[src/rtl/uart_rx_framer.sv]
// ----------------------------------------------------------------------------
// uart_rx_framer
//
// Turns the synchronised, idle-high UART RX line into data words. The line is
// sampled only on tick_i pulses (OVERSAMPLE per bit period). Each bit is taken
// as the majority of three samples around mid-bit. Completed words are handed
// downstream on a valid/ready interface.
//
// Ports:
//   clk          system clock, rising edge
//   rst_n        asynchronous reset, active low
//   tick_i       one-clk pulse at OVERSAMPLE x baud; all line sampling uses it
//   rxd_i        synchronised RX line, idle high
//   data_o       received word, LSB-first on the line; stable while valid_o=1
//   valid_o      data_o holds an undelivered word
//   ready_i      consumer accepts the word when valid_o and ready_i are both 1
//   frame_err_o  one-clk pulse: stop bit voted 0
//   overrun_o    one-clk pulse: a word completed while the previous one was
//                still undelivered (the new word is dropped)
//   busy_o       receiver is inside a frame, or waiting for the line to idle
// ----------------------------------------------------------------------------
module uart_rx_framer #(
    parameter int OVERSAMPLE = 16,  // ticks per bit, even and >= 4
    parameter int DATA_BITS  = 8    // data bits per frame, 5..9
) (
    input  logic                 clk,
    input  logic                 rst_n,
    input  logic                 tick_i,
    input  logic                 rxd_i,
    output logic [DATA_BITS-1:0] data_o,
    output logic                 valid_o,
    input  logic                 ready_i,
    output logic                 frame_err_o,
    output logic                 overrun_o,
    output logic                 busy_o
);

    localparam int M    = OVERSAMPLE / 2;
    localparam int SC_W = $clog2(OVERSAMPLE);
    localparam int BC_W = $clog2(DATA_BITS);

    localparam logic [SC_W-1:0] SC_EARLY = SC_W'(M - 1);
    localparam logic [SC_W-1:0] SC_MID   = SC_W'(M);
    localparam logic [SC_W-1:0] SC_DEC   = SC_W'(M + 1);
    localparam logic [SC_W-1:0] SC_LAST  = SC_W'(OVERSAMPLE - 1);
    localparam logic [BC_W-1:0] BC_LAST  = BC_W'(DATA_BITS - 1);

    typedef enum logic [2:0] {
        S_IDLE,
        S_START,
        S_DATA,
        S_STOP,
        S_WAIT_IDLE
    } state_t;

    state_t                 state_q, state_d;
    logic [SC_W-1:0]        sc_q, sc_d;
    logic [BC_W-1:0]        bit_q, bit_d;
    logic [DATA_BITS-1:0]   shift_q, shift_d;
    logic [1:0]             samp_q, samp_d;   // [0]: sample at M-1, [1]: at M
    logic                   vote;
    logic                   dec;
    logic                   deliver;
    logic                   frame_err;

    // The third sample is the live line value on the decision tick itself.
    assign vote = (samp_q[0] & samp_q[1]) | (samp_q[0] & rxd_i) | (samp_q[1] & rxd_i);
    assign dec  = (sc_q == SC_DEC);

    assign busy_o = (state_q != S_IDLE);

    // ------------------------------------------------------------------------
    // Next-state logic. Nothing but the handshake moves on non-tick cycles.
    // ------------------------------------------------------------------------
    always_comb begin
        // NOTE: every signal driven here gets a default first so no path
        // leaves it unassigned, which would otherwise infer a latch.
        state_d   = state_q;
        sc_d      = sc_q;
        bit_d     = bit_q;
        shift_d   = shift_q;
        samp_d    = samp_q;
        deliver   = 1'b0;
        frame_err = 1'b0;

        if (tick_i) begin
            sc_d = (sc_q == SC_LAST) ? '0 : sc_q + SC_W'(1);
            if (sc_q == SC_EARLY) samp_d[0] = rxd_i;
            if (sc_q == SC_MID)   samp_d[1] = rxd_i;

            unique case (state_q)
                S_IDLE: begin
                    sc_d = '0;
                    // The falling-edge tick is sc=0 of the start bit.
                    if (!rxd_i) begin
                        state_d = S_START;
                        sc_d    = SC_W'(1);
                    end
                end

                S_START: begin
                    if (dec && vote) begin
                        state_d = S_IDLE;     // false start
                        sc_d    = '0;
                    end else if (sc_q == SC_LAST) begin
                        state_d = S_DATA;
                        bit_d   = '0;
                    end
                end

                S_DATA: begin
                    // LSB arrives first, so shifting in at the MSB side leaves
                    // bit 0 at position 0 after the last data bit.
                    if (dec) shift_d = {vote, shift_q[DATA_BITS-1:1]};
                    if (sc_q == SC_LAST) begin
                        if (bit_q == BC_LAST) state_d = S_STOP;
                        else                  bit_d   = bit_q + BC_W'(1);
                    end
                end

                S_STOP: begin
                    // Leave at mid stop bit so a back-to-back start edge is
                    // caught from IDLE.
                    if (dec) begin
                        sc_d = '0;
                        if (vote) begin
                            deliver = 1'b1;
                            state_d = S_IDLE;
                        end else begin
                            frame_err = 1'b1;
                            state_d   = S_WAIT_IDLE;
                        end
                    end
                end

                S_WAIT_IDLE: begin
                    // Hold off while the line sits low (break) so a stuck-low
                    // line does not produce a stream of frames.
                    sc_d = '0;
                    if (rxd_i) state_d = S_IDLE;
                end

                default: begin
                    state_d = S_IDLE;
                    sc_d    = '0;
                end
            endcase
        end
    end

    // ------------------------------------------------------------------------
    // State registers
    // ------------------------------------------------------------------------
    always_ff @(posedge clk or negedge rst_n) begin
        if (!rst_n) begin
            state_q <= S_IDLE;
            sc_q    <= '0;
            bit_q   <= '0;
            shift_q <= '0;
            samp_q  <= 2'b11;
        end else begin
            // NOTE: non-blocking assignments so every register samples the
            // pre-edge values, independent of statement order.
            state_q <= state_d;
            sc_q    <= sc_d;
            bit_q   <= bit_d;
            shift_q <= shift_d;
            samp_q  <= samp_d;
        end
    end

    // ------------------------------------------------------------------------
    // Output holding register and handshake; runs every clock.
    // ------------------------------------------------------------------------
    always_ff @(posedge clk or negedge rst_n) begin
        if (!rst_n) begin
            data_o      <= '0;
            valid_o     <= 1'b0;
            frame_err_o <= 1'b0;
            overrun_o   <= 1'b0;
        end else begin
            frame_err_o <= frame_err;
            overrun_o   <= 1'b0;
            if (deliver) begin
                // A word accepted this very cycle frees the slot for the new one.
                if (!valid_o || ready_i) begin
                    data_o  <= shift_q;
                    valid_o <= 1'b1;
                end else begin
                    overrun_o <= 1'b1;
                end
            end else if (valid_o && ready_i) begin
                valid_o <= 1'b0;
            end
        end
    end

endmodule

[config.mk]
export PLATFORM = sky130hd
export DESIGN_NAME = uart_rx_framer
export DESIGN_NICKNAME = d
export VERILOG_FILES = /design/src/rtl/uart_rx_framer.sv
export SDC_FILE = /design/constraint.sdc
export NUM_CORES = 1
export LEC_CHECK = 0
export ABC_AREA = 1
export CAP_MARGIN = 20
export CORE_ASPECT_RATIO = 1.2
export CORE_MARGIN = 4
export CORE_UTILIZATION = 55
export CTS_CLUSTER_SIZE = 28
export DETAILED_ROUTE_END_ITERATION = 10
export GPL_TIMING_DRIVEN = 1
export PLACE_DENSITY_LB_ADDON = 0.25
export SYNTH_ARGS = -nofsm -noshare
export SYNTH_HDL_FRONTEND = slang
export SYNTH_SLANG_ARGS = --single-unit
[constraint.sdc]
create_clock -name clk -period 2 [get_ports clk]
set_clock_uncertainty 0.2 [all_clocks]
set_input_delay 0.2 -clock clk [delete_from_list [all_inputs] [get_ports clk]]
set_output_delay 0.2 -clock clk [all_outputs]
set_load 0.02 [all_outputs]
==> impl_results.md, run 1 <==
- Global-route congestion overflow total: 0
- Area of the multi-input gates: 678 µm²
- Wirelength, routed: 3.00 mm
- Internal Dissipation: 1.18 mW
- Layout fillers: 231
- Critical path's largest stage delay: 0.48 ns
- Antenna viol nets, final: 0
- Mean cell area of the mapped netlist: 8.59 µm²
- Syn Inst Count: 184
- Clk Tree Root Cell: sky130_fd_sc_hd__clkbuf_4
- Final Hold Viols: 0
- Setup violations, final: 0
- Y dimension of the die: 66.7 µm
- # IOs: 17
- Final routed wire length divided by cell count: 12.4 µm
- Final sum of negative setup slack: 0 ns
- Antenna fix cells: 0
- Crit-path cells: inv_1, nand2_1, nor2_1, inv_1, dlygate4sd2_1
- Total half-perimeter wirelength after legalization and detailed placement: 2.23 mm
- Net Switching: 0.683 mW
- Post CTS Setup Buffer Count: 0
- First-pass GRT wire length: 5.04 mm
- Worst Reg-to-Reg Cells: 9
- Portion of the clock cycle consumed by the worst path in the final layout: 0.939
- Crit path max-delay cell type: sky130_fd_sc_hd__dfrtp_2
- Net count of the mapped netlist: 194
- Worst-case clock buffer depth: 2
- Clk sinks: 31
- Highest net fanout along the worst path: 7
- Die area: 3800 µm²
- Worst path depth: 5
- CTS resizes: 2
- Total number of yosys warnings: 0
- Total vias in the final route: 1257
- Part of the total power dissipated in the clock network: 0.275
- Setup slack of the critical path after layout: 0.122 ns
- Count of distinct cell types in the synthesized netlist: 22
- Area Overhead vs Synth: 17.8%
- Clock Latency Late Sink: 0.34 ns
- CP endpoint kind: primary output
- Post-Synthesis Cell Area: 1580 µm²
- Number of buffer and inverter instances along the worst setup path: 3
- First-pass iteration count of the detailed router: 4
- Seq. cell area: 779 µm²
- Share of final-layout standard cells stronger than drive strength 1: 0.173
- Clock tree from TritonCTS: built
- Placed cell count: 234
- Quantity of hold-fixing buffers added after cts: 0
- Share of power burned in combinational logic: 0.295
- Sort of element at the start of the critical path: flop
- Power share of the sequential group: 0.431
- Most numerous cell on the critical path: sky130_fd_sc_hd__inv_1
- Starting utilization of the core area: 0.567
- TritonCTS Buffers: 5
- Number of port buffers: 16
- Number of global-route vias before repair: 1242
- Switching share of power: 0.366
- Placer's final routability congestion estimate: 0.794
- Maximum number of pins on one net before global-route repair: 32
- Max-Cap Viols: 0
- Data required time at the worst endpoint: 1.60 ns
- Largest delay share family, worst path: flip-flops
- Power density over the cells: 1000 nW/µm²
- Setup slack at placement: 0.172 ns
- Final Max Slew Viols: 0
- Hold Path Class: in -> async
- Worst ir drop on vdd: 0.639 mV
- Antenna violations before repair: 0
- Iter 0 DRT Violations: 45
- FF+latch count, synth: 31
- Launching point of the worst reg2reg path: sc_q[1]$_DFFE_PN0P_
- Leakage Power: 0.930 nW
- Core Rows: 21
- Arrival time at the worst endpoint: 1.48 ns
- Die boundary width: 56.9 µm
- Non-filler instance count after layout: 242
- Final critical delay including setup and external delays: 1.88 ns
- Result of the run: finished, final reports clean
- Most common cell after layout, fill and taps aside: sky130_fd_sc_hd__nand2_1
- Drt drc: 0
- CORE AREA: 2790 µm²
- Most frequent cells in the layout: sky130_fd_sc_hd__nand2_1, sky130_fd_sc_hd__dfrtp_1, sky130_fd_sc_hd__inv_1, sky130_fd_sc_hd__nand3_1, sky130_fd_sc_hd__clkdlybuf4s50_1
- Count of H-tree levels built during CTS: 2
- Overall track demand over capacity in global routing: 0.176
- FF-to-FF End: data_o[2]$_DFFE_PN0P_
- Crit Path Category: reg -> out
- Unrepaired setup endpoints after global routing: false
- Count of nets after finishing: 217
- Max Freq: 533 MHz
- Vias per Instance: 5.19
- Sequential share of the synthesized area: 0.492
- Register clock-pin slew on the reported worst setup and hold paths: 0.10 ns
- Worst R2R Setup Slack: 0.15 ns
- Worst relative slew slack: 0.678
- Actual transition at the worst max-transition pin: 0.480 ns
sequential cells by signal (all words and copies together) (netlist names):
register,cells
data_o,8
shift_q,8
sc_q,4
bit_q,3
state_q,3
samp_q,2
frame_err_o,1
overrun_o,1
valid_o,1
power groups by stage:
stage / clock network, mW / logic, mW / registers (mW)
floorplan: 0 / 0.415 / 0.786
global placement: 0 / 0.527 / 0.808
detailed placement: 0 / 0.553 / 0.816
CTS: 0.522 / 0.549 / 0.804
global route: 0.545 / 0.623 / 0.814
finish: 0.513 / 0.550 / 0.804
Yosys cell counts:
| master | instances | area, µm² |
|---|---|---|
| sky130_fd_sc_hd__nand2_1 | 51 | 191 |
| sky130_fd_sc_hd__dfrtp_1 | 29 | 726 |
| sky130_fd_sc_hd__inv_1 | 26 | 97.6 |
| sky130_fd_sc_hd__nand3_1 | 16 | 80.1 |
| sky130_fd_sc_hd__o21ai_0 | 13 | 65.1 |
| sky130_fd_sc_hd__nor2_1 | 11 | 41.3 |
| sky130_fd_sc_hd__o21ai_2 | 8 | 70.1 |
| sky130_fd_sc_hd__ha_1 | 5 | 62.6 |
| sky130_fd_sc_hd__nand2_2 | 5 | 31.3 |
| sky130_fd_sc_hd__nor2_2 | 3 | 18.8 |
| sky130_fd_sc_hd__nor2_4 | 3 | 33.8 |
| sky130_fd_sc_hd__buf_6 | 2 | 22.5 |
| sky130_fd_sc_hd__dfstp_2 | 2 | 52.6 |
| sky130_fd_sc_hd__nor3_1 | 2 | 10.0 |
| sky130_fd_sc_hd__a32oi_1 | 1 | 8.76 |
| sky130_fd_sc_hd__inv_2 | 1 | 3.75 |
| sky130_fd_sc_hd__nand2_4 | 1 | 11.3 |
| sky130_fd_sc_hd__nand3_4 | 1 | 17.5 |
| sky130_fd_sc_hd__nand4_1 | 1 | 6.26 |
| sky130_fd_sc_hd__o21ai_1 | 1 | 5.00 |
| sky130_fd_sc_hd__o21ai_4 | 1 | 16.3 |
| sky130_fd_sc_hd__xor2_1 | 1 | 8.76 |
routing by layer:
metal | vias to the layer above | global-route usage | wire (µm)
met1 | 588 | 0.186 | 1220
met5 | - | 0 | 0
met4 | 0 | 0.119 | 76
li1 | 624 | - | -
met2 | 37 | 0.311 | 1550
met3 | 8 | 0.0368 | 154
logic make-up (layout without fill, tap and decap cells):
kind of cell | after synthesis | count (layout) | share of synthesized area
adder cells (fa/ha/maj) | 5 | 5 | 0.0396
AND/OR/NAND/NOR | 94 | 94 | 0.279
buffers and inverters | 29 | 53 | 0.0784
XOR/XNOR | 1 | 1 | 0.00554
flip-flops | 31 | 31 | 0.492
AO/OA/AOI/OAI | 24 | 24 | 0.105
worst max-delay path by stage:
stage / slack, ns / start / to
after floorplan: 0.37 / sc_q[1]$_DFFE_PN0P_ / data_o[3]$_DFFE_PN0P_
after global placement: 0.21 / rxd_i / data_o[6]$_DFFE_PN0P_
after detailed placement: 0.17 / rxd_i / state_q[2]$_DFFE_PN0P_
after CTS: 0.13 / state_q[2]$_DFFE_PN0P_ / busy_o
after global routing: 0.03 / sc_q[1]$_DFFE_PN0P_ / data_o[6]$_DFFE_PN0P_
final: 0.12 / state_q[2]$_DFFE_PN0P_ / busy_o
through the flow:
step | hold slack, ns | total power, mW | util | cell area (µm²)
floorplan | -0.296 | 1.20 | - | 1580
global placement | 0.261 | 1.33 | 0.637 | 1780
detailed placement | 0.267 | 1.37 | 0.637 | 1780
CTS | 0.0507 | 1.87 | 0.668 | 1860
global route | 0.0770 | 1.98 | 0.668 | 1860
finish | 0.0430 | 1.87 | 0.668 | 1860
area by class of cell:
type                            instances  share of cell area
Inverter                               27              0.0544
Clock inverter                          2              0.0188
Tap cell                               34              0.0228
Timing Repair Buffer                   18              0.0934
Multi-Input combinational cell        124               0.364
Clock buffer                            6              0.0276
Sequential cell                        31               0.419
worst reg2reg max path, cell delays in order, from the launching register on:
cell and delay (ns):
sky130_fd_sc_hd__dfrtp_1 0.42, sky130_fd_sc_hd__inv_1 0.09, sky130_fd_sc_hd__ha_1 0.17, sky130_fd_sc_hd__nand3_1 0.11, sky130_fd_sc_hd__inv_1 0.13, sky130_fd_sc_hd__nand2_4 0.08, sky130_fd_sc_hd__nor2_4 0.12, sky130_fd_sc_hd__nand3_4 0.21
sky130_fd_sc_hd__nand2_1 0.15, sky130_fd_sc_hd__o21ai_2 0.06
(Power assumes the default switching activity.)
==> inputs of run 2 (changes only) <==
- CORE_UTILIZATION: 55 -> 61
- DONT_BUFFER_PORTS: not set -> 1
==> run 2 against run 1 <==
Combinational power decreased by 2%. Die area shrank 8.6%. Sequential cell count stayed put. Via count decreased by 4.9%. Worst hold slack better by 0.0056 ns. Final area fell by 5.8%. Power shrank 0.91%. Global-route usage grew 4.0 points. Sequential power is 0.6% lower. Critical path depth rose by 1. Non-clock buffer count decreased by 12. Clock-buffer cell count stayed put. Critical path type is now reg -> reg. Critical endpoint is now samp_q[0]$_DFFE_PN1P_. Largest cell class unchanged. Highest routed layer unchanged.
==> impl_results.md, run 2 (synthesis results as in run 1) <==
- CTS resizes: 0 (was 2)
- Worst ir drop on vdd: 0.843 mV (was 0.639 mV)
- Vias per Instance: 5.26 (was 5.19)
- Antenna fix cells: 0 (unchanged)
- Total non-filler cell area in the finished layout: 1750 µm² (was 1860 µm²)
- CORE AREA: 2380 µm² (was 2790 µm²)
- Count of H-tree levels built during CTS: 2 (unchanged)
- Die boundary width: 54.5 µm (was 56.9 µm)
- Starting utilization of the core area: 0.665 (was 0.567)
- Critical Path Source: sc_q[0]$_DFFE_PN0P_ (was state_q[2]$_DFFE_PN0P_)
- Final sum of negative setup slack: 0 ns (unchanged)
- Register clock-pin slew on the reported worst setup and hold paths: 0.09 ns (was 0.10 ns)
- Final Max Slew Viols: 0 (unchanged)
- First-pass iteration count of the detailed router: 4 (unchanged)
- Power density over the cells: 1060 nW/µm² (was 1000 nW/µm²)
- Highest net fanout along the worst path: 5 (was 7)
- Antenna viol nets, final: 0 (unchanged)
- Wirelength, routed: 3.02 mm (was 3.00 mm)
- Die area: 3470 µm² (was 3800 µm²)
- Registers with the most flip-flops: data_o x8, shift_q x8, sc_q x4 (unchanged)
- Launching point of the worst reg2reg path: sc_q[0]$_DFFE_PN0P_ (was sc_q[1]$_DFFE_PN0P_)
- Final routed wire length divided by cell count: 13.3 µm (was 12.4 µm)
- First-pass GRT wire length: 5.33 mm (was 5.04 mm)
- Arrival time at the worst endpoint: 1.94 ns (was 1.48 ns)
- Non-filler instance count after layout: 227 (was 242)
- Placed cell count: 213 (was 234)
- Setup violations, final: 0 (unchanged)
- Final critical delay including setup and external delays: 1.86 ns (was 1.88 ns)
- Area Overhead vs Synth: 10.9% (was 17.8%)
- Clock Latency Late Sink: 0.33 ns (was 0.34 ns)
- Result of the run: finished, final reports clean (unchanged)
- Area after detailed placement: 1600 µm² (was 1780 µm²)
- Count of nets after finishing: 205 (was 217)
- Most common cell after layout, fill and taps aside: sky130_fd_sc_hd__nand2_1 (unchanged)
- Total vias in the final route: 1195 (was 1257)
- Post CTS Setup Buffer Count: 0 (unchanged)
- Drt drc: 0 (unchanged)
- Sort of element at the start of the critical path: flop (unchanged)
- CP endpoint kind: flop (was primary output)
- Clk Tree Root Cell: sky130_fd_sc_hd__clkbuf_4 (unchanged)
- Quantity of hold-fixing buffers added after cts: 6 (was 0)
- Final Hold Viols: 0 (unchanged)
- Crit Path Category: reg -> reg (was reg -> out)
- Max-Cap Viols: 0 (unchanged)
- Core Rows: 19 (was 21)
- Antenna violations before repair: 0 (unchanged)
- Actual transition at the worst max-transition pin: 0.446 ns (was 0.480 ns)
- Unrepaired setup endpoints after global routing: false (unchanged)
- Hold Path Class: in -> reg (was in -> async)
- Portion of the clock cycle consumed by the worst path in the final layout: 0.932 (was 0.939)
- Setup slack at placement: 0.190 ns (was 0.172 ns)
- # IOs: 17 (unchanged)
- Clock tree from TritonCTS: built (unchanged)
- Overall track demand over capacity in global routing: 0.216 (was 0.176)
- Iter 0 DRT Violations: 24 (was 45)
- Placer's final routability congestion estimate: 0.913 (was 0.794)
- Y dimension of the die: 63.8 µm (was 66.7 µm)
- Global-route congestion overflow total: 0 (unchanged)
- TritonCTS Buffers: 5 (unchanged)
- Most frequent cells in the layout: sky130_fd_sc_hd__nand2_1, sky130_fd_sc_hd__dfrtp_1, sky130_fd_sc_hd__inv_1, sky130_fd_sc_hd__nand3_1, sky130_fd_sc_hd__o21ai_0 (was sky130_fd_sc_hd__nand2_1, sky130_fd_sc_hd__dfrtp_1, sky130_fd_sc_hd__inv_1, sky130_fd_sc_hd__nand3_1, sky130_fd_sc_hd__clkdlybuf4s50_1)
- Total half-perimeter wirelength after legalization and detailed placement: 2.15 mm (was 2.23 mm)
- Setup slack of the critical path after layout: 0.136 ns (was 0.122 ns)
- Clk sinks: 31 (unchanged)
- Max Freq: 536 MHz (was 533 MHz)
- Share of final-layout standard cells stronger than drive strength 1: 0.173 (about the same)
- Maximum number of pins on one net before global-route repair: 32 (unchanged)
- Number of global-route vias before repair: 1257 (was 1242)
- Startpoint of the lowest-slack hold path: rxd_i
- Worst relative slew slack: 0.700 (was 0.678)
- Number of port buffers: 0 (was 16)
- Data required time at the worst endpoint: 2.07 ns (was 1.60 ns)
- Worst-case clock buffer depth: 2 (unchanged)
- Leakage Power: 0.897 nW (was 0.930 nW)
-- run 2: path summary, 6_finish.rpt --
path                                          endpoint  slack (ns)  depth (start not counted)
max in group asynchronous        samp_q[0]$_DFFE_PN1P_        1.24                          2
worst min-delay path             frame_err_o$_DFF_PN0_        0.05                          3
worst max-delay path             samp_q[0]$_DFFE_PN1P_        0.14                          6
worst max register to register   samp_q[0]$_DFFE_PN1P_        0.14                          6
min in group asynchronous       shift_q[6]$_DFFE_PN0P_        0.12                          2
worst min register to register  shift_q[0]$_DFFE_PN0P_        0.30                          2
-- run 2: layout make-up --
| class | instances | area (µm²) |
|---|---|---|
| repair buffers | 6 | 70.1 |
| flip-flops and latches | 31 | 778 |
| clock buffers | 6 | 51.3 |
| fillers | 187 | 624 |
| well taps | 31 | 38.8 |
| multi-input cells | 124 | 678 |
| inverters | 27 | 101 |
| clock inverters | 2 | 35.0 |
-- run 2: per-layer routing --
| metal | up-vias | wire length, µm | GRT usage |
|---|---|---|---|
| met4 | 0 | 96 | 0.131 |
| met3 | 8 | 145 | 0.0651 |
| li1 | 607 | - | - |
| met5 | - | 0 | 0 |
| met1 | 551 | 1180 | 0.224 |
| met2 | 29 | 1600 | 0.367 |
-- run 2: worst max-delay path, cell delays in order, from the launching register on --
cell and delay, ns:
sky130_fd_sc_hd__dfrtp_1 0.44, sky130_fd_sc_hd__ha_1 0.20, sky130_fd_sc_hd__nand2_1 0.08, sky130_fd_sc_hd__inv_1 0.09, sky130_fd_sc_hd__nand3_1 0.10, sky130_fd_sc_hd__o21ai_0 0.14, sky130_fd_sc_hd__dlygate4sd3_1 0.56
-- run 2: stage by stage --
| stage | total power [mW] | utilization | hold slack (ns) |
|---|---|---|---|
| floorplan | 1.20 | - | -0.296 |
| global placement | 1.28 | 0.672 | -0.295 |
| detailed placement | 1.32 | 0.672 | -0.295 |
| CTS | 1.86 | 0.737 | 0.0309 |
| global route | 2.00 | 0.737 | 0.0600 |
| finish | 1.85 | 0.737 | 0.0486 |
-- run 2: power by group --
| group | leakage, nW | internal, mW | switching, mW |
|---|---|---|---|
| sequential | 0.378 | 0.705 | 0.0941 |
| clock | 0.0482 | 0.295 | 0.216 |
| combinational | 0.471 | 0.175 | 0.365 |
==> RTL edit 1, RTL diff (config.mk and constraints of run 2) <==
Re-encode `state_t` (5 states) as one-hot, 5 bits wide.
--- a/src/rtl/uart_rx_framer.sv
+++ b/src/rtl/uart_rx_framer.sv
@@ -47,8 +47,8 @@
 
-    typedef enum logic [2:0] {
-        S_IDLE,
-        S_START,
-        S_DATA,
-        S_STOP,
-        S_WAIT_IDLE
+    typedef enum logic [4:0] {
+        S_IDLE      = 5'b00001,
+        S_START     = 5'b00010,
+        S_DATA      = 5'b00100,
+        S_STOP      = 5'b01000,
+        S_WAIT_IDLE = 5'b10000
     } state_t;
Check against the original RTL: same outputs for any inputs over 10 cycles, from zero or initial values and one cycle with rst_n low; not proved beyond that.
==> RTL edit 1 against run 2 <==
Routed wire length is 8.3% higher; largest cell class is now multi-input combinational cells; synthesized cell count up 14%; sequential cell count increased by 2; clock power decreased by 29%; worst setup slack worse by 0.065 ns; power decreased by 8.2%; combinational power up 2%; first-iteration DRC count up 110%; cell count up 11%; synthesized area rose by 15%; final area up 11%; via count increased by 12%; global-route usage down 1.3 points; critical endpoint is now busy_o; largest power group unchanged.
==> RTL edit 1: results (changes against run 2) <==
* WP data arrival at 1.53 ns (-0.41 ns)
* Worst-margin pin slew at 0.344 ns (-0.102 ns)
* Largest net degree at the start of global routing at 34 (+6.3%)
* Synth top area cells: dfrtp_1, nand2_1, o21ai_2
* Pre-CTS setup slack at 0.252 ns (+0.0620 ns)
* CP endpoint: busy_o
* DRT iter0 DRCs at 50 (+110%)
* Reg2reg start: sc_q[1]$_DFFE_PN0P_
* Vias at 1,340 (+12%)
* Hold-fix buffers, CTS at 5 (-1)
* RD Place Congestion at 0.883 (-3.3%)
* CP peak stage delay at 0.58 ns (+0.02 ns)
* Overall Global Routing Usage at 0.203 (-0.0134)
* Filler cells at 226 (+21%)
* Register-to-register setup slack at 0.24 ns (+0.10 ns)
* First-pass GRT wire length at 6.01 mm (+13%)
* Final nets at 228 (+11%)
* CP max stage cell: dfstp_2
* First-pass detailed-route iteration total at 4 (unchanged)
* DR WL/cell at 13.0 um (-2.5%)
* Sw Ratio at 0.374 (+0.00912)
* Share of layout cells above drive strength 1 at 0.239 (+0.0651)
* Leakage power at 0.985 nW (+9.7%)
* Largest registers: data_o x8, shift_q x8, state_q x5
* Combinational gate power at 0.000553 W (+2%)
* Dpl hpwl at 2.47 mm (+15%)
* Most frequent cells after synthesis: nand2_1, dfrtp_1, inv_1, nand3_1, o21ai_2
* Status: finished, final reports clean
* Hold path cells at 5 (+2)
* Sequential area share after synthesis at 0.457 (-0.0356)
* Worst R2R End: state_q[1]$_DFFE_PN0P_
* Reg2Reg Depth at 11 (+5)
* Worst Setup SP: state_q[0]$_DFFE_PN1P_
* Mapped Nets at 219 (+13%)
* HP Class: input pin to flip-flop
* Crit path max fanout at 3 (-2)
* Vias in the first global route at 1,390 (+11%)
* Peak supply drop at 717 uV (-15%)
* Synth cell types at 27 (+23%)
* Seq group at 0.000783 W (-2%)
## RTL edit 1: cell count changes after synthesis, moves of 3 or more
| cell | change |
|---|---|
| o21ai_2 | +7 |
| o21ai_1 | +3 |
| nand2_4 | +3 |
| inv_2 | +4 |
| o21ai_0 | -4 |
## RTL edit 1: through the flow
stage / instances / power, W / hold WS (ns)
after floorplan: 209 / 0.00122 / -0.296
after global placement: 240 / 0.00130 / -0.295
after detailed placement: 240 / 0.00131 / -0.295
after CTS: 252 / 0.00171 / 0.0754
after global routing: 252 / 0.00182 / 0.108
final: 252 / 0.00170 / 0.0821
## RTL edit 1: final cells by class
class | instances | area, um2 | share of cell area
clock buffer | 7 | 55.1 | 0.0283
inverter | 32 | 120 | 0.0617
multi-input combinational | 141 | 838 | 0.431
sequential | 33 | 830 | 0.426
tap | 34 | 42.5 | 0.0219
timing repair buffer | 5 | 60.1 | 0.0309
## RTL edit 1: cells by family (layout without fill, tap and decap cells)
| logic type | count (synthesis) | count (layout) | synth area share |
|---|---|---|---|
| AO/OA/AOI/OAI | 31 | 31 | 0.120 |
| flip-flops | 33 | 33 | 0.457 |
| adder cells (fa/ha/maj) | 5 | 5 | 0.0345 |
| AND/OR/NAND/NOR | 105 | 105 | 0.307 |
| buffers and inverters | 35 | 44 | 0.0813 |
## RTL edit 1: per-layer routing
metal,track usage,vias up,share of wire
met4,0.122,0,0.027
met5,0,-,0
met2,0.338,27,0.50
met3,0.0554,10,0.043
li1,-,677,-
met1,0.233,626,0.43
## RTL edit 1: worst max-delay path: cells and delay by family (launching register included)
kind | cells | cell delay, ns
and+or+nand+nor | 2 | 0.36
buffers and inverters | 3 | 0.28
DFF | 1 | 0.58
==> RTL edit 2, RTL diff (flow settings as in run 2) <==
Made on the original files. `OVERSAMPLE`: 16 -> 32.
--- a/src/rtl/uart_rx_framer.sv
+++ b/src/rtl/uart_rx_framer.sv
@@ -22,3 +22,3 @@
 module uart_rx_framer #(
-    parameter int OVERSAMPLE = 16,  // ticks per bit, even and >= 4
+    parameter int OVERSAMPLE = 32,  // ticks per bit, even and >= 4
     parameter int DATA_BITS  = 8    // data bits per frame, 5..9
Check against the original RTL: no difference found for any inputs over 10 cycles, from zero or initial values and one cycle with rst_n low; that may be too few to reach the edited logic, so the function may still have changed.
==> RTL edit 2 against run 2 <==
Largest cell class unchanged; count of clock-buffer cells in the layout unchanged; critical path type unchanged; routed wire length up 8.9%; worst setup slack worse by 0.052 ns; via count up 16%; cell count up 12%; sequential cell count up 1; clock power down 7.6%; power up 3.3%; final area up 7.9%; synthesized area up 5.9%.
==> RTL edit 2: results (changes against run 2) <==
* Largest net degree at the start of global routing at 33 (+3.1%)
* CP peak stage delay at 0.40 ns (-0.16 ns)
* Leakage power at 0.995 nW (+11%)
* Area after DPL at 0.00171 mm2 (+6.8%)
* Clock network area share at 0.0403 (-0.00891)
* Crit path max fanout at 3 (-2)
* P&R area growth vs syn at 13.0%
* Inverters at 22 (-19%)
* First-pass GRT wire length at 5.98 mm (+12%)
* Post-route insts no fill at 255 (+12%)
* Non-clock buffer share at 0.0595 (+0.0196)
* DRT iter0 DRCs at 54 (+130%)
* Met3 WL at 197 um (+36%)
* Plain + repair buffers at 12 (+6)
* Hold path cells at 5 (+2)
* Top Layer Used: met4
* Synth top area cells: dfrtp_1, nand2_1, ha_1
* DR WL/cell at 12.9 um (-3.1%)
* DRT met1 WL at 1.31 mm (+11%)
* Status: finished, final reports clean
* Final nets at 234 (+14%)
* Share of layout cells above drive strength 1 at 0.158 (-0.0158)
* WP data arrival at 1.98 ns (+0.04 ns)
* Post-Synth XOR/XNOR Area at 0.0105 (+0.00492)
* Filler cells at 179 (-4.3%)
* Comb_multi_in at 148 (+19%)
* RD Place Congestion at 0.877 (-3.9%)
* Overall Global Routing Usage at 0.208 (-0.00845)
* Flip-flop and latch area at 803 um2 (+3.2%)
* Seq pwr share at 0.423 (-0.009)
* Mapped Nets at 218 (+12%)
* Power Clock at 0.000472 W (-7.6%)
* Pre-CTS setup slack at -0.0142 ns (-0.204 ns)
* CP max stage cell: dfrtp_1
* Finished Core Util at 0.734 (-0.00339)
* Hold-fix buffers, CTS at 5 (-1)
* Synth cell types at 24 (+9.1%)
* Post-CTS setup buffer count at 1 (+1)
* Sequential area share after synthesis at 0.480 (-0.0127)
* Hold WS at 0.0283 ns (-0.0203 ns)
* Seq cells post-synth at 32 (+3.2%)
* Final setup margin at 0.0842 ns (-0.0516 ns)
* Reg2Reg Depth at 10 (+4)
* Worst-margin pin slew at 0.487 ns (+0.0410 ns)
* Adder-cell share of the synthesized area at 0.0598 (+0.0202)
* Multi-input gate area at 776 um2 (+14%)
* Sw Pwr at 0.000702 W (+3.9%)
* Compound-Gate Fraction of Synth Area at 0.0680 (-0.0365)
* Most frequent cells after synthesis: nand2_1, dfrtp_1, inv_1, nand3_1, nor2_1
==> RTL edit 2: changes by cell type after synthesis, moves of 3 or more <==
cell / run 2 / this run
inv_1: 26 / 21
nand2_1: 51 / 73
nand2_2: 5 / 1
o21ai_0: 13 / 10
nand3b_1: 0 / 4
nand3_1: 16 / 19
ha_1: 5 / 8
nor2_1: 11 / 15
o21ai_2: 8 / 5
==> RTL edit 2: routing by layer <==
layer  up-vias  GRT usage
met3         7     0.0570
met5         -          0
li1        681          -
met4         0     0.0623
met1       653      0.251
met2        48      0.364
==> RTL edit 2: path summary, 6_finish.rpt <==
path                                           to
setup / recovery           state_q[0]$_DFFE_PN0P_
hold / removal             state_q[2]$_DFFE_PN0P_
setup reg to reg           state_q[0]$_DFFE_PN0P_
hold reg to reg             data_o[7]$_DFFE_PN0P_
max in group asynchronous   samp_q[0]$_DFFE_PN1P_
min in group asynchronous   data_o[7]$_DFFE_PN0P_
